===== src/rtl/inst_fetch.sv =====
// Instruction-fetch front end: owns the program counter, drives the ROM read
// port and pairs the ROM's one-cycle registered data with the PC that produced
// it. Supports decode stalls (word captured in a hold register) and branch
// redirects with a single bubble.
module inst_fetch #(
  parameter logic [31:0] RESET_PC = 32'h0000_0000
) (
  input  logic        clk,
  input  logic        reset_n,
  input  logic        stall_i,
  input  logic        branch_i,
  input  logic [31:0] branch_target_i,
  output logic [31:0] pc_o,
  output logic        ce_o,
  input  logic [31:0] inst_i,
  output logic [31:0] id_pc_o,
  output logic [31:0] id_inst_o,
  output logic        id_valid_o
);

  typedef enum logic [1:0] {
    StIdle  = 2'd0,
    StRun   = 2'd1,
    StHold  = 2'd2,
    StRedir = 2'd3
  } state_e;

  state_e      r_state;
  state_e      w_state_d;

  logic [31:0] r_pc;
  logic [31:0] r_fpc;
  logic        r_valid;
  logic [31:0] r_hold;
  logic        r_ce;

  logic [31:0] w_target;
  logic        w_redirect;
  logic        w_advance;
  logic        w_capture;

  assign w_target = {branch_target_i[31:2], 2'b00};

  // State register.
  always_ff @(posedge clk or negedge reset_n) begin
    if (!reset_n) begin
      r_state <= StIdle;
    end else begin
      r_state <= w_state_d;
    end
  end

  // Next-state logic: branch beats stall beats advance.
  always_comb begin
    w_state_d = r_state;
    unique case (r_state)
      StIdle: begin
        w_state_d = StRun;
      end
      StRun, StHold, StRedir: begin
        if (branch_i) begin
          w_state_d = StRedir;
        end else if (stall_i) begin
          w_state_d = StHold;
        end else begin
          w_state_d = StRun;
        end
      end
      default: w_state_d = StIdle;
    endcase
  end

  // Control decode: which datapath update happens at the coming edge.
  always_comb begin
    w_redirect = branch_i;
    w_advance  = 1'b0;
    w_capture  = 1'b0;
    unique case (r_state)
      StIdle: begin
        // Idle only enables the ROM; the PC is not advanced.
        w_advance = 1'b0;
      end
      StRun, StRedir: begin
        w_advance = !branch_i && !stall_i;
        w_capture = !branch_i && stall_i;
      end
      StHold: begin
        // Hold register already owns the word; only release advances.
        w_advance = !branch_i && !stall_i;
      end
      default: begin
        w_advance = 1'b0;
      end
    endcase
  end

  // Datapath registers: PC, fetched PC, valid, captured word and ROM enable.
  always_ff @(posedge clk or negedge reset_n) begin
    if (!reset_n) begin
      r_pc    <= RESET_PC;
      r_fpc   <= RESET_PC;
      r_valid <= 1'b0;
      r_hold  <= 32'h0;
      r_ce    <= 1'b0;
    end else begin
      r_ce <= 1'b1;
      if (w_redirect) begin
        // Kill the word already in flight from the old PC.
        r_pc    <= w_target;
        r_valid <= 1'b0;
        r_hold  <= 32'h0;
      end else if (w_advance) begin
        r_fpc   <= r_pc;
        r_pc    <= r_pc + 32'd4;
        r_valid <= 1'b1;
      end else if (w_capture) begin
        // ROM will re-read r_pc during the hold, so only this word needs saving.
        r_hold <= inst_i;
      end
    end
  end

  // Decode-side outputs and ROM port.
  always_comb begin
    pc_o       = r_pc;
    ce_o       = r_ce;
    id_pc_o    = r_fpc;
    id_valid_o = r_valid;
    id_inst_o  = 32'h0;
    if (r_valid) begin
      id_inst_o = (r_state == StHold) ? r_hold : inst_i;
    end
  end

endmodule


===== config.mk =====
export PLATFORM = sky130hd
export DESIGN_NAME = inst_fetch
export DESIGN_NICKNAME = d
export VERILOG_FILES = /design/src/rtl/inst_fetch.sv
export SDC_FILE = /design/constraint.sdc
export NUM_CORES = 1
export LEC_CHECK = 0
export ABC_AREA = 1
export CORE_MARGIN = 1
export CORE_UTILIZATION = 45
export DETAILED_ROUTE_END_ITERATION = 16
export HOLD_SLACK_MARGIN = 0.05
export PLACE_DENSITY_LB_ADDON = 0.3
export SETUP_SLACK_MARGIN = 0.4
export SLEW_MARGIN = 20
export SYNTH_ARGS = -nofsm -noshare
export SYNTH_HDL_FRONTEND = slang
export SYNTH_SLANG_ARGS = --single-unit

===== constraint.sdc =====
create_clock -name clk -period 2.9 [get_ports clk]
set_clock_uncertainty 0.15 [all_clocks]
set_input_delay 0.29 -clock clk [delete_from_list [all_inputs] [get_ports clk]]
set_output_delay 0.29 -clock clk [all_outputs]
set_load 0.05 [all_outputs]

==> results.py <==
metrics = {
    "clock_tree": {
        "cts-root-buf": "clkbuf_16",
        "clk_pin_slew_worst_paths_ps": 60,
        "htree_levels": 3,
        "cts_made_buffers": 9,
        "worstSkewPairLatency_ps": 340,
        "tritoncts": "yes",
        "clock_sinks": 96,
        "cts.path.max_buffers": 2,
    },
    "worst_setup_path": {
        "start_kind": "register",
        "critical_path_class": "reg2out",
        "critPathMaxStageDelay_ps": 410,
        "required_ps": 2460,
        "crit_path_end_kind": "output port",
        "crit_slowest_cell": "dfrtp_1",
        "path_buf_inv": 2,
        "rrSetupSlack_ps": 940,
        "path_delay_family": "buffers and inverters",
        "arrival_ps": 1950,
        "crit_chain": "nor2_4, buf_12, o21ai_0, a21oi_1, buf_4",
        "path_max_fanout": 44,
    },
    "floorplanning": {
        "rows": 38,
        "dieArea_um2": 12000,
        "die_w_um": 110,
        "start_util_pct": 47.0,
        "die_y_um": 110,
        "core_area_um2": 11100,
        "io_pins": 166,
    },
    "pwr": {
        "clock_power_share_pct": 28.7,
        "p_int_mw": 2.78,
        "power_switching_mw": 1.68,
        "leakagePower_nw": 3.21,
        "p_sw_share_pct": 37.6,
        "combPwrFrac_pct": 34.4,
        "power.density_nw_per_um2": 622,
        "irDropWorstVdd_mv": 0.338,
        "seqPwrFrac_pct": 36.9,
    },
    "placement": {
        "place_ws_ps": 597,
        "portBuffers": 159,
        "gp_congestion": 0.894,
        "dp_hpwl_um": 10500,
        "placed_area_um2": 6830,
    },
    "timing": {
        "hold_viol": 0,
        "rsz0062_at_grt": "no",
        "final.setup.worst_slack_ps": 511,
        "tightest_slew_ps": 586,
        "setup_viol": 0,
        "tns_ps": 0,
        "fmax_ghz": 0.419,
        "fin_crit_ps": 2390,
        "timing.max_slew.rel_slack_pct": 60.9,
        "drv_slew": 0,
        "fin_crit_sh_pct": 82.4,
    },
    "yosys": {
        "ys_types": 29,
        "synth-seq-area-share_pct": 46.1,
        "synth-edff-count": 0,
        "synthCells": 704,
        "synth_area_per_cell_um2": 7.40,
        "async_flop_share_pct": 100,
        "syn-cell-area_um2": 5210,
        "synth_seq_cells": 96,
        "ys.flop_type": "dfrtp_1",
        "yosys_warnings": 0,
    },
    "min_path": {
        "holdCritPathClass": "in2async",
    },
    "grt": {
        "grt_max_degree": 55,
        "track_usage_pct": 25.6,
        "grt_pass1_vias": 4966,
        "overflow": 0,
        "antenna_found_initial": 0,
        "grt_pass1_wl_um": 23700,
    },
    "layout": {
        "fin_area_um2": 7160,
        "layout_commonest_cell": "nand2_1",
        "antenna_cells": 0,
        "fin_nets": 920,
        "final_cell_mix": "133 x nand2_1, 126 x clkdlybuf4s50_1, 105 x o21ai_0",
        "area_growth_pct": 37.4,
        "drive_gt1_share_pct": 9.46,
    },
    "route": {
        "ant_nets": 0,
        "wl_per_cell_um": 14.7,
        "first_pass_iters": 5,
        "routed_wirelength_um": 14600,
        "drc": 0,
        "via_per_inst": 5.25,
        "drt_iter0_drc": 461,
        "vias": 5226,
    },
    "outcome": {
        "status": "complete, no violations",
    },
    "flow_run": {
        "maxCapViolations": 0,
    },
}
==> through the flow <==
| step | total power [mW] | hold WS, ps | util, % | instances |
|---|---|---|---|---|
| CTS | 4.48 | 350 | 64.6 | 996 |
| finish | 4.45 | 346 | 64.6 | 996 |
| floorplan | 2.62 | -156 | - | 707 |
| detailed placement | 3.19 | 169 | 61.6 | 979 |
| global route | 4.66 | 366 | 64.6 | 996 |
| global placement | 3.16 | 170 | 61.6 | 979 |
==> cell type report <==
cell class | instances | area (um^2)
clock buffers | 10 | 239
well taps | 140 | 175
inverters | 91 | 342
fillers | 961 | 3920
multi-input cells | 483 | 2280
clock inverters | 6 | 82.6
flip-flops and latches | 96 | 2400
repair buffers | 170 | 1630
==> worst register-to-register path: cells and delay by family (launching register included) <==
family,cells,cell delay [ps]
flip-flops,1,410
buffers and inverters,2,650
AND/OR/NAND/NOR,5,620
==> layer usage <==
| layer | GRT usage, % | wire length [um] |
|---|---|---|
| met1 | 32.4 | 6330 |
| met2 | 42.9 | 7070 |
| met3 | 4.98 | 970 |
| met4 | 10.7 | 274 |
| met5 | 0 | 0 |
==> sequential cells by signal (all words and copies together) (netlist names) <==
name,count
id_pc_o,30
r_state,2
id_valid_o,1
r_hold,32
pc_o,30
ce_o,1
==> cells in the mapped netlist, types with 2 or more instances <==
library cell / n / area, um^2
buf_4: 4 / 30.0
buf_6: 4 / 45.0
nand4_1: 4 / 25.0
clkbuf_1: 17 / 63.8
nor2_1: 99 / 372
xor2_1: 2 / 17.5
o21ai_0: 105 / 526
nor2_2: 7 / 43.8
o21bai_1: 3 / 22.5
o211ai_1: 5 / 37.5
inv_1: 89 / 334
nand3_1: 65 / 325
nand2_1: 133 / 499
nand2_2: 2 / 12.5
a21oi_1: 33 / 165
nand3b_1: 4 / 30.0
conb_1: 2 / 7.51
nor2_4: 10 / 113
dfrtp_1: 96 / 2400
buf_2: 11 / 55.1
==> power groups by stage <==
stage / logic [mW] / registers [mW] / clock network, mW
6_report: 1.53 / 1.64 / 1.28
5_1_grt: 1.64 / 1.66 / 1.36
4_1_cts: 1.54 / 1.64 / 1.31
3_5_place_dp: 1.53 / 1.66 / 0
3_3_place_gp: 1.50 / 1.66 / 0
2_1_floorplan: 0.531 / 2.09 / 0
==> path summary, 6_finish.rpt <==
path,startpoint,to,depth (start not counted)
setup reg to reg,r_state[0],pc_o[14],7
max in group asynchronous,reset_n,r_hold[10],3
setup / recovery,r_state[0],id_inst_o[10],5
hold / removal,reset_n,r_hold[20],2
min in group clk,id_pc_o[8],id_pc_o[8],2
hold reg to reg,id_pc_o[8],id_pc_o[8],2
==> logic make-up (layout without fill, tap and decap cells) <==
logic type	count (synthesis)	in the layout	synth area share, %
buffers and inverters	128	277	10.4
xor gates and xnor gates	3	3	0.504
and+or+nand+nor	326	326	27.8
other	2	5	0.144
DFF	96	96	46.1
adders and majority gates	1	1	0.240
AOI/OAI and AO/OA	148	148	14.9
==> timing repair <==
action	in CTS	in global routing
hold endpoints to repair	42	0
resized for setup	0	0
buffers inserted	0	0
hold buffers	1	0
Power figures use the tool's default switching activity.
==> edit 1, RTL diff (config.mk and constraints unchanged) <==
The 4 states of `state_e` get a one-hot encoding in 4 bits.
--- a/src/rtl/inst_fetch.sv
+++ b/src/rtl/inst_fetch.sv
@@ -18,11 +18,11 @@
   output logic        id_valid_o
 );
 
-  typedef enum logic [1:0] {
-    StIdle  = 2'd0,
-    StRun   = 2'd1,
-    StHold  = 2'd2,
-    StRedir = 2'd3
+  typedef enum logic [3:0] {
+    StIdle  = 4'b0001,
+    StRun   = 4'b0010,
+    StHold  = 4'b0100,
+    StRedir = 4'b1000
   } state_e;
 
   state_e      r_state;
Function: no difference found for any inputs over 4 cycles, from zero or initial values and one cycle with reset_n low; so few cycles prove little.
==> edit 1 against the unedited design <==
  * Total power rose by 36%
  * Worst setup slack improved by 0.047 ns
  * Sequential cell count rose by 2
  * Final area rose by 4.6%
  * Clock power fell by 5%
  * Synthesized area rose by 2.4%
  * Wire length fell by 1.0%
  * Largest cell class unchanged
==> edit 1: results (changes against the unedited design) <==
[hold_path]
holdPathStages = 2
hold_class = reg -> reg
worstHoldStart = id_pc_o[14]

[logic_synthesis]
async_flop_share_pct = 100  ; unchanged
netlist_top_cells_count = 182 x nand2_1, 109 x nand3_1, 97 x dfrtp_1, 87 x inv_1, 61 x o21ai_0
ys_warn_count = 0  ; unchanged
synthAdderAreaFrac_pct = 0.235  ; -0.0056 points
syn_inst = 725  ; +3.0%
synth.distinct_cells = 29  ; unchanged
synth_compound_area_share_pct = 12.8  ; -2.1 points
yosys-top-cells-area = dfrtp_1 45%, nand2_1 13%, nand3_1 10%
synth-xor-area-share_pct = 0.985  ; +0.48 points
muxShareOfSynthArea_pct = 0  ; unchanged
synth_seq_area_share_pct = 46.0  ; -0.12 points

[power]
ir_drop_mv = 0.574  ; +70%
total_leakage_power_nw = 3.55  ; +11%

[routing]
viasPerCell = 5.25  ; about the same
drt_wl_total_um = 14500  ; -1.0%
dr.first_iter.drc_count = 495  ; +7.4%
drt-met1-wl_um = 6380  ; +0.73%
vias = 5323  ; +1.9%
drt_first_pass_iters = 7  ; +2
route.met3.wl_um = 852  ; -12%
wl_met2_um = 7060  ; -0.13%

[global_route]
met3_usage_pct = 3.12  ; -1.9 points
met2_usage_pct = 40.8  ; -2.1 points
grt_use_met1_pct = 32.3  ; -0.13 points
grt_max_degree = 65  ; +18%
grt_pass1_wl_um = 24200  ; +2.1%
grt_pass1_vias = 4955  ; -0.22%
grt_use_total_pct = 24.3  ; -1.4 points
antenna_found_initial = 0  ; unchanged

[placement]
hpwl_um = 10300  ; -1.9%
placed_area_um2 = 7170  ; +5.1%
pre_cts_slack_ns = 0.538  ; -0.0589 ns
place_congestion = 0.915  ; +2.3%
dp_cells = 997  ; +1.8%

[worst_setup_path]
worstPathArrival_ns = 1.90  ; -0.05 ns
r2r_setup_slack_ns = 0.86  ; -0.08 ns
worstRegToRegCells = 8  ; +1
worstSetupStartpoint = r_state[0]
critPathMaxFanout = 64  ; +45%
rr_endpoint = pc_o[2]
cp-endpoint = id_inst_o[26]
r2r_start = r_state[3]

[final_layout]
drive_gt1_share_pct = 9.18  ; -0.28 points
syn_to_final_growth_pct = 40.4
final_nets = 935  ; +1.6%
fill_cells = 968  ; +0.73%

[sta]
fmax_mhz = 427  ; +2.0%
timing.hold.ws_ns = 0.334  ; -0.0119 ns
tightest_slew_ns = 0.697  ; +0.110 ns

[cts]
clock_tree.buffer_depth = 2  ; unchanged
path_clk_slew_ns = 0.06  ; about the same
clk_latency_ns = 0.34  ; about the same

[outcome]
status = complete, no violations

edit 1: cell types whose count changed in the layout (fill, tap and decap cells not counted), sizes merged, moves of 2 or more:
cell    delta
clkinv     -2
nand4      -4
nand2     +55
nor3       +2
nand3     +44
o21ai      -5
xor2       +3
o211ai     -5
clkbuf     +3
o21bai     -3
nand3b     -3
nor2      -70
edit 1: critical path: stages (launching register included):
cell and delay [ns]:
dfstp_2 0.55, nor2_1 0.05, nand2_1 0.13, buf_12 0.25, o21ai_0 0.11, a21oi_1 0.27, buf_12 0.18
edit 1: report_power, final:
group          leakage, nW  internal [mW]  total [mW]  switching (mW)
registers             1.26           1.70        1.98           0.273
logic                 2.14          0.963        2.86            1.89
clock network        0.150          0.714        1.21           0.494
edit 1: area by class of cell:
type,instances,area share (%)
inverters,89,4.46
multi-input cells,499,31.3
well taps,143,2.39
clock buffers,13,3.48
repair buffers,169,25.0
flip-flops and latches,98,32.8
clock inverters,3,0.535
==> edit 2, RTL diff (same settings) <==
Made on the original files. Reset style: synchronous (`reset_n`), changed in 2 clocked blocks.
--- a/src/rtl/inst_fetch.sv
+++ b/src/rtl/inst_fetch.sv
@@ -42,7 +42,7 @@
   assign w_target = {branch_target_i[31:2], 2'b00};
 
   // State register.
-  always_ff @(posedge clk or negedge reset_n) begin
+  always_ff @(posedge clk) begin
     if (!reset_n) begin
       r_state <= StIdle;
     end else begin
@@ -95,7 +95,7 @@
   end
 
   // Datapath registers: PC, fetched PC, valid, captured word and ROM enable.
-  always_ff @(posedge clk or negedge reset_n) begin
+  always_ff @(posedge clk) begin
     if (!reset_n) begin
       r_pc    <= RESET_PC;
       r_fpc   <= RESET_PC;
Check against the original RTL: differs if reset_n is asserted again (counterexample within 4 cycles, from zero or initial values and one cycle with reset_n low); with reset_n held inactive, the same outputs for 10 cycles.
==> edit 2 against the unedited design <==
  * Worst setup slack better by 0.070 ns
  * Wire length down 2.9%
  * Sequential cell count unchanged
  * Synthesized area down 6.5%
  * Core utilization up 0.057 points
  * Global-route usage down 0.16 points
  * Final area down 5.9%
  * Critical path type unchanged
Power is not compared: it rests on default switching activity, and its combinational part moved more than twofold at a synthesized area within 25%.
==> edit 2: results (changes against the unedited design) <==
[worst_setup_path]
max_stage_delay_ns = 0.89  ; +0.48 ns
cp_slowest_cell = clkdlybuf4s50_1
worstPathArrival_ns = 1.88  ; -0.07 ns
critPathMaxFanout = 15  ; -66%
r2r_setup_slack_ns = 1.08  ; +0.14 ns

[routing]
drt_wl_total_um = 14200  ; -2.9%
viasPerCell = 5.22  ; -0.61%
drt_first_pass_iters = 6  ; +1
dr.first_iter.drc_count = 439  ; -4.8%

[final_layout]
buffers_excl_clock = 171  ; +0.59%
multi_input_cells = 505  ; +4.6%
clk_share_pct = 2.88  ; -1.6 points
drive_gt1_share_pct = 10.1  ; +0.64 points
nonClkBufAreaFrac_pct = 24.9  ; +2.1 points
non_clock_inverter_count = 103  ; +13%
final_cells = 1027  ; +3.1%
final_nets = 955  ; +3.8%
diodes = 0  ; unchanged
seq_share_pct = 28.5  ; -5.0 points
fill_cells = 904  ; -5.9%
multi_input_area_share_pct = 35.4  ; +3.5 points
largest_register_ff_count = 32  ; unchanged
largest_class = multi-input combinational cells
nFlopsAndLatches = 96  ; unchanged

[logic_synthesis]
synth.distinct_cells = 33  ; +14%
synthFlopType = dfxtp_1
syn_inst = 741  ; +5.3%
synth-xor-area-share_pct = 0.360  ; -0.14 points
async_flop_share_pct = 0  ; -100 points
synth_compound_area_share_pct = 23.2  ; +8.4 points
yosys-top-cells-area = dfxtp_1 39%, nand2_1 10%, a21oi_1 9.9%
netlist_top_cells_count = 133 x nand2_1, 96 x a21oi_1, 96 x dfxtp_1, 95 x inv_1, 86 x nor2_1
synth_seq_area_share_pct = 39.5  ; -6.7 points
synth_edf_count = 0  ; unchanged
synthAdderAreaFrac_pct = 0.257  ; +0.017 points

[placement]
placed_area_um2 = 6540  ; -4.2%
hpwl_um = 10300  ; -2.4%
place_congestion = 0.853  ; -4.5%
pre_cts_slack_ns = 0.708  ; +0.111 ns

[global_route]
grt_use_total_pct = 25.5  ; -0.16 points
grt_pass1_wl_um = 23200  ; -2.3%
grt_pass1_vias = 4928  ; -0.77%

[sta]
tightest_slew_ns = 0.560  ; -0.0262 ns
min_period_ns = 2.32  ; -0.0700 ns
timing.hold.ws_ns = 0.306  ; -0.0392 ns

[cts]
numCtsBuffers = 9  ; unchanged
clk_latency_ns = 0.36  ; +0.02 ns
path_clk_slew_ns = 0.09  ; +0.03 ns
cts_root_buf = clkbuf_8

[outcome]
status = complete, no violations

[hold_path]
hold_class = reg -> reg

[die]
num_tap_cells = 136  ; -2.9%

==> edit 2: final timing paths <==
check,start,to,depth (start not counted)
max,id_valid_o,id_valid_o,1
min,r_hold[9],r_hold[9],2
max reg2reg,r_state[0],pc_o[31],9
min reg2reg,r_hold[9],r_hold[9],2
==> edit 2: cells by family after synthesis <==
group           count (synthesis)
flops                          96
other cells                     1
fa+ha+maj                       1
xor+xnor                        2
compound gates                216
buf+inv                       143
simple gates                  282
==> edit 2: metal layers <==
metal / vias up / part of all wire [%] / wire (um) / GRT usage (%)
met5: - / 0 / 0 / 0
met1: 2431 / 43 / 6160 / 32.4
li1: 2673 / - / - / -
met3: 26 / 6.8 / 974 / 3.68
met4: 0 / 2.5 / 353 / 10.2
met2: 226 / 47 / 6740 / 43.4
==> edit 2: where the power goes <==
| group | switching [mW] | internal, mW |
|---|---|---|
| Combinational | 0.436 | 0.251 |
| Clock | 0.477 | 0.404 |
| Sequential | 0.0559 | 1.38 |
